$ cat src/rtl/fsm_reto_parametrico.sv
// Challenge-mode game FSM: latches a note sequence, checks decoded keys against the current target note.
// Latency: 1 cycle from datoListo/inicio to every registered output.
// Backpressure: none; keys arriving while not playing, or outside 'a'..'g', are dropped.
module fsm_reto_parametrico #(
    parameter int N_NOTAS     = 10,
    parameter int NOTA_W      = 3,
    parameter int MAX_ERRORES = 3,
    parameter int TIMEOUT     = 1000
) (
    input  logic                              clk,
    input  logic                              reset,
    input  logic                              inicio,
    input  logic [N_NOTAS*NOTA_W-1:0]         busNotas,
    input  logic [7:0]                        notaUsuario,
    input  logic                              datoListo,
    output logic [NOTA_W-1:0]                 notaSalida,
    output logic                              juegoListo,
    output logic                              cargarSecuencia,
    output logic                              contarNotas,
    output logic                              finJuego,
    output logic                              gano,
    output logic [$clog2(N_NOTAS+1)-1:0]      puntaje,
    output logic [$clog2(MAX_ERRORES+1)-1:0]  errores
);

    localparam int PW = $clog2(N_NOTAS + 1);
    localparam int EW = $clog2(MAX_ERRORES + 1);
    localparam int IW = $clog2(N_NOTAS);
    localparam int TW = $clog2(TIMEOUT);

    typedef enum logic [1:0] {IDLE, CARGAR, ESPERAR, FIN} estado_t;

    estado_t           estado, estadoSig;
    logic [IW-1:0]     idx, idxSig;
    logic [TW-1:0]     timer, timerSig;
    logic [PW-1:0]     puntajeSig;
    logic [EW-1:0]     erroresSig;
    logic              ganoSig;
    logic              acierto;
    logic              fallo;
    logic              teclaValida;
    logic [NOTA_W-1:0] codigo;
    logic [NOTA_W-1:0] objetivo;
    logic [NOTA_W-1:0] notaSig;
    logic [NOTA_W-1:0] seq [N_NOTAS];

    assign teclaValida = datoListo && (notaUsuario >= 8'h61) && (notaUsuario <= 8'h67);
    assign codigo      = NOTA_W'(notaUsuario - 8'h60);
    assign objetivo    = seq[idx];

    always_ff @(posedge clk) begin
        if (reset) estado <= IDLE;
        else       estado <= estadoSig;
    end

    always_comb begin
        estadoSig  = estado;
        idxSig     = idx;
        timerSig   = timer;
        puntajeSig = puntaje;
        erroresSig = errores;
        ganoSig    = gano;
        acierto    = 1'b0;
        fallo      = 1'b0;
        case (estado)
            IDLE:    if (inicio) estadoSig = CARGAR;
            CARGAR:  estadoSig = ESPERAR;
            ESPERAR: begin
                // A valid key always takes priority over a timeout in the same cycle.
                if (teclaValida) begin
                    if (codigo == objetivo) begin
                        acierto    = 1'b1;
                        puntajeSig = puntaje + PW'(1);
                        timerSig   = '0;
                        if (idx == IW'(N_NOTAS - 1)) begin
                            estadoSig = FIN;
                            ganoSig   = 1'b1;
                        end else begin
                            idxSig = idx + IW'(1);
                        end
                    end else begin
                        fallo = 1'b1;
                    end
                end else if (timer == TW'(TIMEOUT - 1)) begin
                    fallo = 1'b1;
                end else begin
                    timerSig = timer + TW'(1);
                end
                if (fallo) begin
                    erroresSig = errores + EW'(1);
                    timerSig   = '0;
                    if (errores == EW'(MAX_ERRORES - 1)) begin
                        estadoSig = FIN;
                        ganoSig   = 1'b0;
                    end
                end
            end
            FIN:     if (inicio) estadoSig = CARGAR;
            default: estadoSig = IDLE;
        endcase
        // Entering CARGAR starts a fresh game.
        if (estadoSig == CARGAR) begin
            idxSig     = '0;
            timerSig   = '0;
            puntajeSig = '0;
            erroresSig = '0;
            ganoSig    = 1'b0;
        end
    end

    always_comb begin
        notaSig = '0;
        if (estadoSig == ESPERAR) begin
            if (estado == CARGAR) notaSig = busNotas[NOTA_W-1:0];
            else                  notaSig = seq[idxSig];
        end
    end

    always_ff @(posedge clk) begin
        if (reset) begin
            juegoListo      <= 1'b1;
            cargarSecuencia <= 1'b0;
            contarNotas     <= 1'b0;
            finJuego        <= 1'b0;
            gano            <= 1'b0;
            puntaje         <= '0;
            errores         <= '0;
            notaSalida      <= '0;
            idx             <= '0;
            timer           <= '0;
            for (int i = 0; i < N_NOTAS; i++) seq[i] <= '0;
        end else begin
            juegoListo      <= (estadoSig == IDLE);
            cargarSecuencia <= (estadoSig == CARGAR);
            finJuego        <= (estadoSig == FIN);
            contarNotas     <= acierto;
            gano            <= ganoSig;
            puntaje         <= puntajeSig;
            errores         <= erroresSig;
            notaSalida      <= notaSig;
            idx             <= idxSig;
            timer           <= timerSig;
            if (estado == CARGAR) begin
                for (int i = 0; i < N_NOTAS; i++) seq[i] <= busNotas[i*NOTA_W +: NOTA_W];
            end
        end
    end

endmodule

$ cat config.mk
export PLATFORM = sky130hd
export DESIGN_NAME = fsm_reto_parametrico
export DESIGN_NICKNAME = d
export VERILOG_FILES = /design/src/rtl/fsm_reto_parametrico.sv
export SDC_FILE = /design/constraint.sdc
export NUM_CORES = 1
export LEC_CHECK = 0
export CAP_MARGIN = 5
export CORE_MARGIN = 1
export CORE_UTILIZATION = 30
export DETAILED_ROUTE_END_ITERATION = 8
export GPL_TIMING_DRIVEN = 0
export HOLD_SLACK_MARGIN = 0.05
export PLACE_DENSITY = 0.47
export SYNTH_ARGS = -nofsm -noshare
export SYNTH_HDL_FRONTEND = slang
export SYNTH_SLANG_ARGS = --single-unit
$ cat constraint.sdc
create_clock -name clk -period 7 [get_ports clk]
set_input_delay 1.05 -clock clk [delete_from_list [all_inputs] [get_ports clk]]
set_output_delay 1.05 -clock clk [all_outputs]
set_load 0.1 [all_outputs]
==> run summary <==
First-pass GRT wire length = 12.2 mm
Synth area leaders = edfxtp_1 (27%), dfxtp_1 (18%), mux2i_1 (7.6%)
TNS Setup = 0 ns
Ys flop type = edfxtp_1
Syn Area/Cell = 10.4 µm²
Vias in the first global route = 2,428
Clock Sinks = 60
CTS Buffer Depth = 2
Clk_skew = 0.00726 ns
RePlAce Congestion = 0.812
Via count = 2,478
CTS buffer count = 9
Share of the synthesized area in the top cell type = 27.3%
Die area = 0.0114 mm²
Critical Path Start = notaUsuario[7]
Fill cells = 1,082
Register area = 0.00150 mm²
Distinct cells, synth = 69
Core area = 0.0105 mm²
Final Hold Vio Count = 0
Pwr dens = 270 mW/mm²
Ant. Diodes = 0
Critical R2R Launch = idx[0]
WL per Instance = 14.3 µm
Post-synth top cells = nor2_1 (40), and2_1 (31), dfxtp_1 (30), edfxtp_1 (30), mux2i_1 (25)
Max stage delay cell, worst path = clkdlybuf4s50_1
CTS resizes = 0
Post-Syn Area = 0.00329 mm²
Hold_sp = puntaje[1]
H-Tree Depth = 3
Dominant cell type by area after synthesis = edfxtp_1
RSZ-0062 raised after global routing = false
Final worst setup slack = 3.22 ns
Post-CTS setup buffer count = 0
Number of enable flip-flop cells after synthesis = 30
Seq/Total Area, Yosys = 45.6%
Initial Util = 31.5%
Fraction of layout cells with a size suffix above 1 = 12.1%
Layout area overhead = 26.7%
Antenna violations before repair = 0
Die Span X = 107 µm
Clock transition at path regs = 0.06 ns
Initial DRC count = 81
DRC = 0
Fin util = 39.9%
Largest net degree at the start of global routing = 33
Drt pass-1 iters = 4
Fraction of registers with async set/reset = 0%
CTS Hold Bufs = 0
Clock Latency Late Sink = 0.35 ns
Worst Max-Slew Pin Slew = 0.973 ns
Max-Cap Viols = 0
Synth Register Bits = 60
Tcrit/Tclk final = 54.0%
Hold Crit Class = register to register
Mapped Cells = 317
Die height = 107 µm
Worst rel slew slack = 34.9%
Crit path time final = 3.78 ns
GRT overflow = 0
Flop2flop setup slack = 3.62 ns
Setup crit end kind = register
Pleak = 1.49 nW
Ys Warns = 0
DP HPWL = 5.77 mm
Crit path arrival time = 4.04 ns
Total track usage = 14.3%
Critical path class = input pin to register
Final net count = 432
IO Port Bufs = 55
Startpoint Class = input pin
Worst path max stage delay = 0.40 ns
WP data required = 7.27 ns
Clock Tree Root = clkbuf_8
Row cnt = 37
Final wirelength = 7.52 mm
Max Freq = 265 MHz
Status = completed
Delay-heaviest family, CP = compound AO/OA/AOI/OAI gates
Slew Limit Fails = 0
Most common cell in the netlist = nor2_1
Crit path buf inv count = 2
Via/cell ratio = 4.73
Crit path max fanout = 10
I/O pin total = 56
CTS tree = built
Critical path, cell by cell = clkdlybuf4s50_1 > nor4b_1 > and3_1 > o31a_1 > o21ai_0 > a311o_1 > o211a_1 > buf_6 > a21oi_2 > a32o_2 > nor3_2 > a41o_1 > a31oi_1
Final setup fails = 0
Peak VDD IR = 0.000101 V
Syn nets = 366
Multi-input gate area = 0.00164 mm²
Pre-CTS WS = 2.86 ns
Number of routed nets with antenna violations = 0
==> worst register-to-register path: cells and delay by family (launching register included) <==
kind                   cells  cell delay, ns
AO/OA/AOI/OAI              4            0.96
XOR/XNOR                   1            0.29
buffers and inverters      3            0.53
flip-flops                 1            0.38
multiplexers               2            0.58
AND/OR/NAND/NOR            3            0.54
==> flip-flops by register name (all words and copies together), names as in the netlist <==
| signal | flops |
|---|---|
| seq | 30 |
| errores | 2 |
| notaSalida | 3 |
| idx | 4 |
| cargarSecuencia | 1 |
| contarNotas | 1 |
| gano | 1 |
| finJuego | 1 |
| timer | 10 |
| puntaje | 4 |
| juegoListo | 1 |
| estado | 2 |
==> logic make-up after synthesis <==
| group | Yosys count | synth area share, % |
|---|---|---|
| AOI/OAI and AO/OA | 49 | 12.7 |
| xor gates and xnor gates | 15 | 4.44 |
| adders and majority gates | 7 | 2.66 |
| buffers and inverters | 27 | 4.63 |
| DFF | 60 | 45.6 |
| muxes | 26 | 7.94 |
| and+or+nand+nor | 133 | 22.1 |
==> worst paths after layout <==
kind	depth (start not counted)	to
worst min-delay path	2	puntaje[1]
worst min register to register	2	puntaje[1]
worst max register to register	13	notaSalida[1]
worst max-delay path	13	notaSalida[1]
==> layout make-up <==
type | instances | area share, %
multi-input combinational | 230 | 39.3
sequential | 60 | 36.0
timing repair buffer | 55 | 13.2
tap | 136 | 4.08
clock buffer | 10 | 3.06
buffer | 16 | 2.67
inverter | 11 | 0.989
clock inverter | 6 | 0.749
==> metrics by stage <==
step / instances / hold WS [ns] / total power, W / area [µm²]
final: 524 / 0.501 / 0.00113 / 4170
after global routing: 524 / 0.520 / 0.00120 / 4170
after CTS: 524 / 0.500 / 0.00115 / 4170
after detailed placement: 508 / 0.491 / 0.000880 / 4020
after global placement: 508 / 0.480 / 0.000880 / 4020
after floorplan: 317 / 0.477 / 0.000763 / 3290
==> metal layers <==
| metal | share of wire (%) | global-route usage [%] | vias to the layer above |
|---|---|---|---|
| met5 | 0 | 0 | - |
| met2 | 46 | 22.9 | 65 |
| met1 | 47 | 17.5 | 1141 |
| li1 | - | - | 1260 |
| met4 | 1.8 | 6.95 | 0 |
| met3 | 4.8 | 4.32 | 12 |
==> cell usage in the layout, fill, tap and decap left out, types with 3 or more instances in the layout <==
cell type / Yosys / final
nand2_1: 17 / 17
clkbuf_1: 6 / 7
inv_1: 11 / 11
nand3_1: 7 / 7
ha_1: 7 / 7
buf_6: 3 / 3
edfxtp_1: 30 / 30
clkinv_1: 0 / 3
clkdlybuf4s50_1: 0 / 55
and2_1: 31 / 31
dfxtp_1: 30 / 30
o22ai_1: 3 / 3
or2_2: 4 / 4
a31oi_1: 3 / 3
nor3_1: 3 / 3
clkbuf_8: 0 / 9
nand2b_1: 5 / 5
xor2_1: 5 / 5
nand4_1: 5 / 5
mux2i_1: 25 / 25
a21oi_1: 5 / 5
o21ai_0: 4 / 4
nor2_1: 40 / 40
xnor2_1: 8 / 8
==> report_power, final <==
group / leakage, nW / internal (W) / switching (W) / total [W]
clock: 0.0748 / 0.000124 / 0.000137 / 0.000261
combinational: 0.859 / 0.000138 / 0.000244 / 0.000381
sequential: 0.558 / 0.000453 / 0.0000337 / 0.000486
Power figures use the tool's default switching activity.
